===== src/rtl/interrupt_ack_sequencer.sv =====
// INTA acknowledge sequencer for the 8-level interrupt controller: owns isr and priority_rotate.
// Optional auto-EOI on ACK2 is enabled with `define PIC_AEOI_EN (adds the aeoi input).
module interrupt_ack_sequencer #(
   parameter logic [2:0] RESET_ROTATE   = 3'd7,
   parameter logic [2:0] SPURIOUS_LEVEL = 3'd7
) (
   input  logic       clk,
   input  logic       reset,
   input  logic [7:0] interrupt,
   input  logic       inta,
   input  logic [4:0] vector_base,
   input  logic       eoi_valid,
   input  logic       eoi_specific,
   input  logic       eoi_rotate,
   input  logic [2:0] eoi_level,
   input  logic       setprio_valid,
   input  logic [2:0] setprio_level,
`ifdef PIC_AEOI_EN
   input  logic       aeoi,
`endif
   output logic       int_out,
   output logic [7:0] irr_clear,
   output logic [7:0] isr,
   output logic [2:0] priority_rotate,
   output logic [7:0] vector_out,
   output logic       vector_valid
);

   typedef enum logic {IDLE, WAIT_ACK2} state_t;

   state_t     state, state_nxt;
   logic [2:0] level, level_nxt;
   logic       spurious, spurious_nxt;
   logic       int_nxt, vv_nxt;
   logic [7:0] irr_nxt, isr_nxt, vo_nxt;
   logic [2:0] rot_nxt;
   logic       clr_hit;
   logic [2:0] clr_lvl, idx, enc;

   always_ff @(posedge clk) begin
      if (reset) begin
         state           <= IDLE;
         level           <= 3'd0;
         spurious        <= 1'b0;
         int_out         <= 1'b0;
         irr_clear       <= 8'h00;
         isr             <= 8'h00;
         priority_rotate <= RESET_ROTATE;
         vector_out      <= 8'h00;
         vector_valid    <= 1'b0;
      end else begin
         state           <= state_nxt;
         level           <= level_nxt;
         spurious        <= spurious_nxt;
         int_out         <= int_nxt;
         irr_clear       <= irr_nxt;
         isr             <= isr_nxt;
         priority_rotate <= rot_nxt;
         vector_out      <= vo_nxt;
         vector_valid    <= vv_nxt;
      end
   end

   always_comb begin
      state_nxt    = state;
      level_nxt    = level;
      spurious_nxt = spurious;
      int_nxt      = int_out;
      irr_nxt      = 8'h00;
      vv_nxt       = 1'b0;
      vo_nxt       = vector_out;
      isr_nxt      = isr;
      rot_nxt      = priority_rotate;
      clr_hit      = 1'b0;
      clr_lvl      = 3'd0;
      idx          = 3'd0;
      enc          = 3'd0;

      // EOI target is resolved against the isr before any ACK1 set this cycle
      if (eoi_valid) begin
         if (eoi_specific) begin
            clr_hit = isr[eoi_level];
            clr_lvl = eoi_level;
         end else begin
            for (int k = 1; k <= 8; k++) begin
               idx = priority_rotate + k[2:0];
               if (!clr_hit && isr[idx]) begin
                  clr_hit = 1'b1;
                  clr_lvl = idx;
               end
            end
         end
      end
      if (clr_hit) isr_nxt[clr_lvl] = 1'b0;

      if (eoi_valid && eoi_rotate && clr_hit) rot_nxt = clr_lvl;
      else if (setprio_valid)                 rot_nxt = setprio_level;

      for (int i = 0; i < 8; i++)
         if (interrupt[i]) enc = i[2:0];

      case (state)
         IDLE: begin
            if (inta && int_out) begin
               int_nxt   = 1'b0;
               state_nxt = WAIT_ACK2;
               if (interrupt != 8'h00) begin
                  level_nxt      = enc;
                  spurious_nxt   = 1'b0;
                  isr_nxt[enc]   = 1'b1;
                  irr_nxt        = interrupt;
               end else begin
                  level_nxt    = SPURIOUS_LEVEL;
                  spurious_nxt = 1'b1;
               end
            end else begin
               int_nxt = |interrupt;
            end
         end
         WAIT_ACK2: begin
            int_nxt = 1'b0;
            if (inta) begin
               vo_nxt    = {vector_base, level};
               vv_nxt    = 1'b1;
               state_nxt = IDLE;
`ifdef PIC_AEOI_EN
               // a spurious ack never set a bit, so there is nothing to auto-clear
               if (aeoi && !spurious) isr_nxt[level] = 1'b0;
`endif
            end
         end
         default: state_nxt = IDLE;
      endcase
   end

endmodule

===== config.mk =====
export PLATFORM = sky130hd
export DESIGN_NAME = interrupt_ack_sequencer
export DESIGN_NICKNAME = d
export VERILOG_FILES = /design/src/rtl/interrupt_ack_sequencer.sv
export SDC_FILE = /design/constraint.sdc
export NUM_CORES = 1
export LEC_CHECK = 0
export ABC_AREA = 1
export BUFFER_PORTS_ARGS = -buffer_cell sky130_fd_sc_hd__buf_2
export CELL_PAD_IN_SITES_DETAIL_PLACEMENT = 0
export CELL_PAD_IN_SITES_GLOBAL_PLACEMENT = 1
export CORE_UTILIZATION = 34
export DETAILED_ROUTE_END_ITERATION = 10
export MAX_ROUTING_LAYER = met4
export PLACE_DENSITY = 0.81
export RECOVER_POWER = 100
export SLEW_MARGIN = 20
export SYNTH_ARGS = -nofsm -noshare
export SYNTH_HDL_FRONTEND = slang
export SYNTH_SLANG_ARGS = --single-unit

===== constraint.sdc =====
create_clock -name clk -period 2.47 [get_ports clk]
set_input_delay 0.494 -clock clk [delete_from_list [all_inputs] [get_ports clk]]
set_output_delay 0.494 -clock clk [all_outputs]
set_load 0.01 [all_outputs]

==> results of run 1 <==
-- placed cells by master (no fill, tap or decap), types with 9 or more instances in the layout --
| cell type | count |
|---|---|
| nand2_1 | 68 |
| inv_1 | 44 |
| nand3_1 | 42 |
| buf_2 | 32 |
| nor2_1 | 31 |
| dfxtp_1 | 30 |
| clkbuf_1 | 22 |
| nand2_2 | 19 |
| nand3_2 | 15 |
| buf_4 | 12 |
| o21ai_0 | 9 |
-- Yosys cell counts, drive strengths merged (2+ instances only) --
cell    count  area, um2
o21ai      11       58.8
clkbuf      2       7.51
nand3      61        340
nand2      91        382
nor2       39        193
inv        49        186
buf         5       42.5
a21oi      16        129
a21boi      2       15.0
dfxtp      33        661
xnor2       2       17.5
nand4       8       65.1
o211ai      2       15.0
ha          2       25.0
nor4        3       18.8
o21bai      2       18.8
-- kinds of logic (layout without fill, tap and decap cells) --
family	after synthesis	after routing	synth area share, %
AND/OR/NAND/NOR	203	203	44.8
flip-flops	33	33	29.5
AO/OA/AOI/OAI	38	38	12.3
buffers and inverters	57	123	10.7
multiplexers	1	1	0.502
adder cells (fa/ha/maj)	2	2	1.12
XOR/XNOR	3	3	1.17
-- registers in the layout (all words and copies together) (netlist names) --
| name | cells |
|---|---|
| vector_out | 8 |
| level | 3 |
| isr | 8 |
| irr_clear | 8 |
| state | 1 |
| int_out | 1 |
| priority_rotate | 3 |
| vector_valid | 1 |
-- report_power, final --
group / leakage (uW) / switching (uW) / total [uW] / internal [uW]
Combinational: 0.00102 / 431 / 684 / 253
Sequential: 0.000268 / 18.4 / 572 / 554
Clock: 0.0000433 / 191 / 411 / 220
Total: 0.00133 / 641 / 1670 / 1030
-- worst min path at each step --
stage | endpoint | slack, ns
after floorplan | vector_out[0] | 0.42
after global placement | vector_out[0] | 0.44
after detailed placement | vector_out[0] | 0.44
after CTS | vector_out[3] | 0.39
after global routing | vector_out[5] | 0.39
final | vector_out[7] | 0.40
-- critical path: stages (launching register included) --
cell	delay, ns
dfxtp_4	0.38
inv_4	0.04
ha_4	0.32
nand3_2	0.12
nand3_2	0.11
nand2_4	0.07
nor2_8	0.13
nand4_4	0.10
nor2_4	0.20
nand3_2	0.11
a21oi_4	0.18
nor2_2	0.07
nor2_4	0.13
nand3_1	0.10
nand2_1	0.09
a21oi_2	0.05
-- per-layer routing --
metal  share of wire, %  routed length (um)
met1                 42                2560
met2                 53                3230
met3                3.1                 188
met4                2.7                 163
met5                  0                   0
-- area by class of cell --
class	count	share of cell area [%]
multi-input combinational	247	52.3
sequential	33	23.0
timing repair buffer	66	11.5
inverter	50	6.74
tap	77	3.33
clock buffer	6	2.85
clock inverter	1	0.259
-- metrics by stage --
stage / hold slack [ns] / area (um2) / worst slack [ns]
6_report: 0.395 / 2890 / 0.143
5_1_grt: 0.389 / 2890 / -0.0571
4_1_cts: 0.391 / 2730 / 0.0329
3_5_place_dp: 0.437 / 2640 / 0.0591
3_3_place_gp: 0.437 / 2640 / 0.116
2_1_floorplan: 0.419 / 2260 / 0.0615
-- repair_timing --
action / in CTS / in global routing
resized for setup: 0 / 40
buffers inserted: 0 / 3
endpoints found under the setup margin: 0 / 10
==> metrics, run 1 <==
status=complete, no violations; largest net degree at the start of global routing=15; Layout Cells excl Fill=480; power density over cell area=~580 mW/mm2; hold depth=3; Setup Skew=0.00139 ns; max-cap viol count=0; Remaining Overflow, GRT=0; register bit total from synthesis=33; register area=667 um2; arrival time worst endpoint=~2.5 ns; CTS buffer count=5; Post-synth EDFFs=0; RSZ-0062 raised after global routing=true; yosys warns=0; Placer Congestion=between 0.8 and 0.9; fin util=between 40% and 50%; # DRC=0; first-iteration detailed-routing DRC count=90; DR pass1 iterations=4; drt via density=roughly 4.9; FMAX=around 0.43 GHz; max-slew violations=0; CTS tree=built; placed cells=470; Worst Hold Class=input port to register; Final Hold Fails=0; GR Util met3=under 10%; die width=around 83 um; CP endpoint=isr[1]; Root Driver=clkbuf_8; Worst-Margin Slew=0.537 ns; Critical path origin=priority_rotate[0]; worst hold start=vector_base[4]; WP data required=approximately 2.6 ns; die footprint=approximately 0.007 mm2; Initial Util=between 30% and 40%; CP endpoint kind=register; Async SR Flop Fraction=0%; layout cell share with drive strength beyond 1=between 30% and 40%; Final #Nets=431; met2 Usage GRT=approximately a third; Max rail drop VDD=about 0.38 mV; Final HPWL DP=between 4000 and 5000 um; Yosys cell types=between 40 and 50; fin crit period=about 2.3 ns; most used routing layer in global routing=met2; vias after detailed routing=2357; multi-input logic area=0.00151 mm2; Syn Nets=365; fill count=670; register area share after synthesis=between 20% and 30%; Core Footprint=roughly 0.0063 mm2; Setup TNS=0 ns; die height=roughly 83 um; final cycle utilization of the critical path=a little over nine tenths; Routed WL=a little over 6000 um; CTS Sinks=33; first-pass GRT wire length=approximately 10000 um; CTS H-tree depth=2; Startpoint Class=register; routed len/inst=12.8 um; Hold Buf Count CTS=0; number of global-route vias before repair=~2300; crit-path max FO=6; clock-pin slew on the worst setup and hold paths=0.06 ns; ant diodes=0; Final Total Pwr=around 1700 uW; Reg2Reg Depth=15; R2R Path Start=priority_rotate[0]; worst skew pair latency=around 0.28 ns; GR Util met1=approximately a fifth; # rows=29; Post-Syn Area per Cell=roughly 6.7 um2; IO Port Bufs=between 50 and 60; Setup violations, final=0; total track usage=between 10% and 20%; cell count after synthesis=roughly 340; Leak=roughly 0.0013 uW; initial antenna violation count=0; mapped cell area=around 0.0022 mm2; Max clock buf depth=2; Setup CP Type=register to register; Main synth FF type=dfxtp_1; Slew headroom=about 64%; reg-to-reg endpoint=isr[1]; IO Count=between 50 and 60; R2R Setup Slk=roughly 0.14 ns; area grow syn2layout=29.1%; Routed Antenna Nets=0
No activity file was read; power rests on OpenSTA's default activity.
==> run 2, diff against run 1 <==
--- a/config.mk
+++ b/config.mk
@@ -5,14 +5,13 @@
 export SDC_FILE = /design/constraint.sdc
 export NUM_CORES = 1
 export LEC_CHECK = 0
-export ABC_AREA = 1
 export BUFFER_PORTS_ARGS = -buffer_cell sky130_fd_sc_hd__buf_2
 export CELL_PAD_IN_SITES_DETAIL_PLACEMENT = 0
 export CELL_PAD_IN_SITES_GLOBAL_PLACEMENT = 1
-export CORE_UTILIZATION = 34
+export CORE_UTILIZATION = 40
 export DETAILED_ROUTE_END_ITERATION = 10
 export MAX_ROUTING_LAYER = met4
-export PLACE_DENSITY = 0.81
+export PLACE_DENSITY = 0.85
 export RECOVER_POWER = 100
 export SLEW_MARGIN = 20
 export SYNTH_ARGS = -nofsm -noshare
==> constraint.sdc (replaced) <==
create_clock -name clk -period 2.4 [get_ports clk]
set_input_delay 0.48 -clock clk [delete_from_list [all_inputs] [get_ports clk]]
set_output_delay 0.48 -clock clk [all_outputs]
set_load 0.01 [all_outputs]
==> run 2 against run 1 <==
The flow now finishes with violations (setup timing); utilization increased by 17 points; largest cell class unchanged; worst setup slack got worse by 1.0 ns; count of clock-buffer cells in the layout increased by 1; non-clock buffer count increased by 59; highest routed layer unchanged; register-to-register slack got worse by 1.0 ns; critical path depth decreased by 4; die area decreased by 12%; final cell count decreased by 2.5%; via count increased by 12%; sequential power increased by 2%; fmax decreased by 29%; combinational power decreased by 15%.
==> metrics, run 2 <==
register area share after synthesis=28.4% (was 29.5%); Worst path slowest cell=mux4_2 (was dfxtp_4); Crit path max-delay family=compound AO/OA/AOI/OAI gates (was simple AND/OR/NAND/NOR gates); Worst-Margin Slew=0.618 ns (was 0.537 ns); slowest stage delay, CP=0.51 ns (was 0.38 ns); commonest non-fill, non-tap cell in the layout=buf_4 (was nand2_1); FMAX=0.303 GHz (was 0.430 GHz); Post-Place Cell Area=0.00315 mm2 (was 0.00264 mm2); Remaining Overflow, GRT=0 (unchanged); first-iteration detailed-routing DRC count=137 (was 90); max-cap viol count=0 (unchanged); Async SR Flop Fraction=0% (unchanged); ant diodes=0 (unchanged); mux share of post-synthesis cell area=20.5% (was 0.502%); Max clock buf depth=2 (unchanged); WP data required=2.58 ns (was 2.63 ns); Post-synth EDFFs=0 (unchanged); CP endpoint kind=register (unchanged); clock-pin slew on the worst setup and hold paths=0.07 ns (was 0.06 ns); CTS tree=built (unchanged); final cycle utilization of the critical path=137% (was 94.2%); power density over cell area=496 mW/mm2 (was 576 mW/mm2); Area contributors post-synth=dfxtp_1, mux4_2, nand2_1 (was dfxtp_1, nand2_1, nand3_1); Slew headroom=58.4% (was 64.1%); cell count after synthesis=276 (was 337); Setup Skew=0.00477 ns (was 0.00139 ns); Routed Antenna Nets=0 (unchanged); Final WS setup=-0.899 ns (was 0.143 ns); area fraction of the dominant cell type after synthesis=28.4% (was 29.5%); Design Area, Final=0.00345 mm2 (was 0.00289 mm2); Initial Util=42.0% (was 35.3%); # DRC=0 (unchanged); Placer Congestion=0.898 (was 0.877); drt via density=5.64 (was 4.91); Hold Buf Count CTS=0 (unchanged); area grow syn2layout=48.4% (was 29.1%); Yosys cell types=54 (was 43); top-count cell post-synth=nand2_1 (unchanged); arrival time worst endpoint=3.48 ns (was 2.49 ns); crit-path max FO=7 (was 6); Main synth FF type=dfxtp_1 (unchanged); commonest non-fill, non-tap cells in the layout=buf_4, nand2_1, buf_2 (was nand2_1, inv_1, nand3_1); CTS H-tree depth=2 (unchanged); die height=78.3 um (was 83.2 um); max-slew violations=0 (unchanged); largest family of logic cells by synthesized area=simple AND/OR/NAND/NOR gates (unchanged); Core Footprint=0.00554 mm2 (was 0.00635 mm2); Worst Hold Class=input port to register (unchanged); routed len/inst=15.7 um (was 12.8 um); Max rail drop VDD=0.634 mV (was 0.377 mV); Post-Synth Simple-Gate Area=23.0% (was 44.8%); status=complete, but fails checks (was complete, no violations); die footprint=0.00612 mm2 (was 0.00692 mm2); yosys warns=0 (unchanged); Final #Nets=423 (was 431); Startpoint Class=register (unchanged); Final Total Pwr=1710 uW (was 1670 uW); layout cell share with drive strength beyond 1=38.9% (was 31.3%); Final Hold Fails=0 (unchanged); Final HPWL DP=5610 um (was 4870 um); largest net degree at the start of global routing=22 (was 15); vias after detailed routing=2639 (was 2357); CTS buffer count=5 (unchanged); Compound-Gate Fraction of Synth Area=21.6% (was 12.3%); worst skew pair latency=0.29 ns (was 0.28 ns); first-pass GRT wire length=11600 um (was 10400 um); die width=78.3 um (was 83.2 um); post-synthesis xor/xnor area fraction=0.753% (was 1.17%); number of global-route vias before repair=2514 (was 2259); Routed WL=7340 um (was 6140 um); Synth Area in Adders=1.08% (was 1.12%); list of most frequent post-synthesis cells=nand2_1, dfxtp_1, nor2_1 (was nand2_1, nand3_1, inv_1); Setup CP Type=register to register (unchanged); DP Worst Slack=-0.913 ns (was 0.0591 ns); # rows=27 (was 29); Yosys top cell by area=dfxtp_1 (unchanged); total track usage=24.8% (was 18.7%); DR pass1 iterations=4 (unchanged); worst-path cell chain=inv_4 -> ha_4 -> mux2_4 -> mux4_2 -> o22ai_4 -> nand3_2 -> o2111a_1 -> a211o_1 -> or2_4 -> or3_1 -> a32o_1 (was inv_4 -> ha_4 -> nand3_2 -> nand3_2 -> nand2_4 -> nor2_8 -> nand4_4 -> nor2_4 -> nand3_2 -> a21oi_4 -> nor2_2 -> nor2_4 -> nand3_1 -> nand2_1 -> a21oi_2); biggest regs=irr_clear (8), isr (8), vector_out (8) (unchanged); Root Driver=clkbuf_8 (unchanged); Leak=0.00145 uW (was 0.00133 uW); IO Port Bufs=54 (unchanged); fin util=62.3% (was 45.6%); mapped cell area=0.00233 mm2 (was 0.00224 mm2); CP bufs+invs=1 (unchanged); initial antenna violation count=0 (unchanged); Post-Syn Area per Cell=8.43 um2 (was 6.65 um2); Setup violations, final=11 (was 0); fin crit period=3.30 ns (was 2.33 ns); failing checks=setup timing; Syn Nets=304 (was 365); IO Count=55 (unchanged); register bit total from synthesis=33 (unchanged); RSZ-0062 raised after global routing=true (unchanged); CTS Sinks=33 (unchanged)
-- run 2: changes by cell type after synthesis, moves of 10 or more --
cell and change:
mux4_2 +13, nand3_1 -41, nand2_2 -10, a21oi_1 +12
nand2_1 -43, inv_1 -34
-- run 2: what timing repair did --
item / CTS / global route
gates resized for setup: 18 / 19
pin swaps: 15 / 11
endpoints found under the setup margin: 11 / 11
buffers inserted: 4 / 5
-- run 2: area by class of cell --
| cell class | instances | area [um2] |
|---|---|---|
| sequential | 33 | 668 |
| clock inverter | 1 | 30.0 |
| multi-input combinational | 218 | 1770 |
| tap | 72 | 90.1 |
| fill | 513 | 2090 |
| clock buffer | 7 | 86.3 |
| inverter | 12 | 50.0 |
| timing repair buffer | 125 | 762 |
-- run 2: logic make-up (layout without fill, tap and decap cells) --
group | count (synthesis) | count (layout)
simple gates | 113 | 113
flops | 33 | 33
compound gates | 72 | 72
fa+ha+maj | 2 | 2
buf+inv | 25 | 145
xor+xnor | 2 | 2
mux | 29 | 29
-- run 2: worst paths after layout --
kind	from	end	slack, ns	depth (start not counted)
min	interrupt[0]	irr_clear[0]	0.43	2
min reg2reg	vector_out[6]	vector_out[6]	0.46	2
max reg2reg	priority_rotate[0]	isr[5]	-0.90	11
max	priority_rotate[0]	isr[5]	-0.90	11
-- run 2: through the flow --
step / instances / hold WS (ns) / TNS, ns
floorplan: 276 / 0.440 / -7.86
global placement: 453 / 0.442 / -7.57
detailed placement: 453 / 0.445 / -8.06
CTS: 465 / 0.421 / -7.49
global route: 468 / 0.432 / -9.36
finish: 468 / 0.427 / -8.07
-- run 2: power by group --
group          internal (uW)  switching (uW)  total, uW
sequential               567            18.9        586
clock                    338             207        546
combinational            281             300        581
-- run 2: layer usage --
layer	routed length, um	track usage, %	vias to the layer above	part of all wire [%]
met4	138	9.07	0	1.9
met1	3370	32.2	1273	46
met3	282	3.49	13	3.8
li1	-	-	1277	-
met5	0	-	-	0
met2	3540	39.4	76	48
==> run 3, diff against run 2 <==
--- a/config.mk
+++ b/config.mk
@@ -5,13 +5,14 @@
 export SDC_FILE = /design/constraint.sdc
 export NUM_CORES = 1
 export LEC_CHECK = 0
+export ABC_AREA = 1
 export BUFFER_PORTS_ARGS = -buffer_cell sky130_fd_sc_hd__buf_2
 export CELL_PAD_IN_SITES_DETAIL_PLACEMENT = 0
 export CELL_PAD_IN_SITES_GLOBAL_PLACEMENT = 1
-export CORE_UTILIZATION = 40
+export CORE_UTILIZATION = 37
 export DETAILED_ROUTE_END_ITERATION = 10
 export MAX_ROUTING_LAYER = met4
-export PLACE_DENSITY = 0.85
+export PLACE_DENSITY = 0.84
 export RECOVER_POWER = 100
 export SLEW_MARGIN = 20
 export SYNTH_ARGS = -nofsm -noshare
==> run 3 against run 2 <==
The run now ends clean; count of clock-buffer cells in the layout fell by 2; worst setup slack improved by 0.97 ns; final area fell by 14%; clock power fell by 27%; largest cell class unchanged.
==> metrics, run 3 (same netlist as run 1, synthesis figures left out) <==
worst hold start=vector_base[1] (was interrupt[0]); CP bufs+invs=1 (unchanged); WP data required=2.57 ns (was 2.58 ns); # rows=27 (unchanged); fin crit period=2.33 ns (was 3.30 ns); commonest non-fill, non-tap cell in the layout=nand2_1 (was buf_4); final cycle utilization of the critical path=97.0% (was 137%); fill count=584 (was 513); Worst path slowest cell=dfxtp_4 (was mux4_2); die width=79.8 um (was 78.3 um); Final #Nets=436 (was 423); number of global-route vias before repair=2086 (was 2514); Final Total Pwr=1730 uW (was 1710 uW); Design Area, Final=0.00298 mm2 (was 0.00345 mm2); RSZ-0062 raised after global routing=true (unchanged); Routed WL=5920 um (was 7340 um); Startpoint Class=register (unchanged); Max rail drop VDD=0.341 mV (was 0.634 mV); routed len/inst=12.3 um (was 15.7 um); slowest stage delay, CP=0.37 ns (was 0.51 ns); drt via density=4.84 (was 5.64); DP Worst Slack=0.00311 ns (was -0.913 ns); first-iteration detailed-routing DRC count=72 (was 137); ant diodes=0 (unchanged); R2R Path Start=priority_rotate[0] (unchanged); Slew headroom=65.8% (was 58.4%); clock-pin slew on the worst setup and hold paths=0.07 ns (about the same); Crit path max-delay family=simple AND/OR/NAND/NOR gates (was compound AO/OA/AOI/OAI gates); Hold Buf Count CTS=0 (unchanged); max-cap viol count=0 (unchanged); Remaining Overflow, GRT=0 (unchanged); Setup TNS=0 ns (was -8.07 ns); Setup CP Type=register to register (unchanged); Routed Antenna Nets=0 (unchanged); Root Driver=clkbuf_8 (unchanged); power density over cell area=581 mW/mm2 (was 496 mW/mm2); layout cell share with drive strength beyond 1=38.1% (was 38.9%); die footprint=0.00638 mm2 (was 0.00612 mm2); Critical path origin=priority_rotate[0] (unchanged); vias after detailed routing=2327 (was 2639); arrival time worst endpoint=2.49 ns (was 3.48 ns); max-slew violations=0 (unchanged); met2 Usage GRT=35.0% (was 39.4%); # DRC=0 (unchanged); IO Count=55 (unchanged); CTS Sinks=33 (unchanged); Setup Skew=0.00711 ns (was 0.00477 ns); Placer Congestion=0.895 (was 0.898); CTS H-tree depth=2 (unchanged); CTS tree=built (unchanged); Layout Cells excl Fill=481 (was 468); commonest non-fill, non-tap cells in the layout=nand2_1, buf_2, inv_1 (was buf_4, nand2_1, buf_2); biggest regs=irr_clear (8), isr (8), vector_out (8) (unchanged); GR Util met1=22.9% (was 32.2%); Final Hold Fails=0 (unchanged); largest net degree at the start of global routing=14 (was 22); GR Util met3=2.51% (was 3.49%); Final HPWL DP=4710 um (was 5610 um); IO Port Bufs=54 (unchanged); worst-path cell chain=inv_4 -> ha_4 -> nand3_1 -> nand2_2 -> nand2_2 -> nand2_4 -> nand4_4 -> nor2_4 -> nand3_2 -> a21oi_4 -> nor2_2 -> nor2_4 -> nand3_1 -> nand2_1 -> a21oi_2 (was inv_4 -> ha_4 -> mux2_4 -> mux4_2 -> o22ai_4 -> nand3_2 -> o2111a_1 -> a211o_1 -> or2_4 -> or3_1 -> a32o_1); Worst Hold Class=input port to register (unchanged); Post-Place Cell Area=0.00264 mm2 (was 0.00315 mm2); first-pass GRT wire length=9520 um (was 11600 um); Leak=0.00145 uW (about the same); Final WS setup=0.0716 ns (was -0.899 ns); die height=79.8 um (was 78.3 um); FMAX=0.429 GHz (was 0.303 GHz); placed cells=465 (was 453); area grow syn2layout=32.8% (was 48.4%); Setup violations, final=0 (was 11); CTS buffer count=5 (unchanged); Worst-Margin Slew=0.511 ns (was 0.618 ns); status=complete, no violations (was complete, but fails checks); Initial Util=39.5% (was 42.0%); worst skew pair latency=0.28 ns (was 0.29 ns); CP endpoint kind=register (unchanged); DR pass1 iterations=4 (unchanged); crit-path max FO=6 (was 7); Max clock buf depth=2 (unchanged); initial antenna violation count=0 (unchanged); Core Footprint=0.00568 mm2 (was 0.00554 mm2); total track usage=19.6% (was 24.8%); most used routing layer in global routing=met2 (unchanged)
run 3: cell count changes in the layout (fill, tap and decap cells not counted), moves of 21 or more:
cell / previous run / this run
buf_4: 57 / 17
inv_1: 10 / 44
nand2_1: 34 / 67
clkbuf_1: 30 / 0
nand3_1: 13 / 43
buf_2: 33 / 54
run 3: where the power goes:
group	switching [uW]	internal (uW)
registers	17.9	570
clock network	201	200
logic	455	286
run 3: final cells by class:
class	instances	area [um2]	share of cell area (%)
multi-input combinational	247	1540	51.7
sequential	33	667	22.4
inverter	50	198	6.64
clock inverter	3	17.5	0.588
timing repair buffer	71	398	13.4
clock buffer	5	68.8	2.31
tap	72	90.1	3.03
run 3: worst register-to-register path: stages (launching register included):
cell     delay (ns)
dfxtp_4        0.37
inv_4          0.04
ha_4           0.33
nand3_1        0.14
nand2_2        0.11
nand2_2        0.08
nand2_4        0.10
nand4_4        0.11
nor2_4         0.20
nand3_2        0.11
a21oi_4        0.16
nor2_2         0.07
nor2_4         0.16
nand3_1        0.11
nand2_1        0.09
a21oi_2        0.05
run 3: final timing paths:
kind	to	slack, ns	cells after the start
setup / recovery	isr[5]	0.07	15
hold reg to reg	vector_out[0]	0.46	2
hold / removal	vector_out[4]	0.38	3
setup reg to reg	isr[5]	0.07	15
run 3: layer usage:
layer / wire length [um] / up-vias
met3: 132 / 9
met1: 2660 / 1038
met2: 3070 / 40
li1: - / 1240
met4: 69 / 0
met5: 0 / -
run 3: repair_timing:
action / CTS / global route
endpoints found under the setup margin: 2 / 11
pin swaps: 1 / 15
resized for setup: 0 / 44
setup buffers: 0 / 8
run 3: stage by stage:
| step | hold WS [ns] | util, % |
|---|---|---|
| after floorplan | 0.419 | - |
| after global placement | 0.443 | 46.5 |
| after detailed placement | 0.455 | 46.5 |
| after CTS | 0.368 | 48.1 |
| after global routing | 0.385 | 52.4 |
| final | 0.378 | 52.4 |
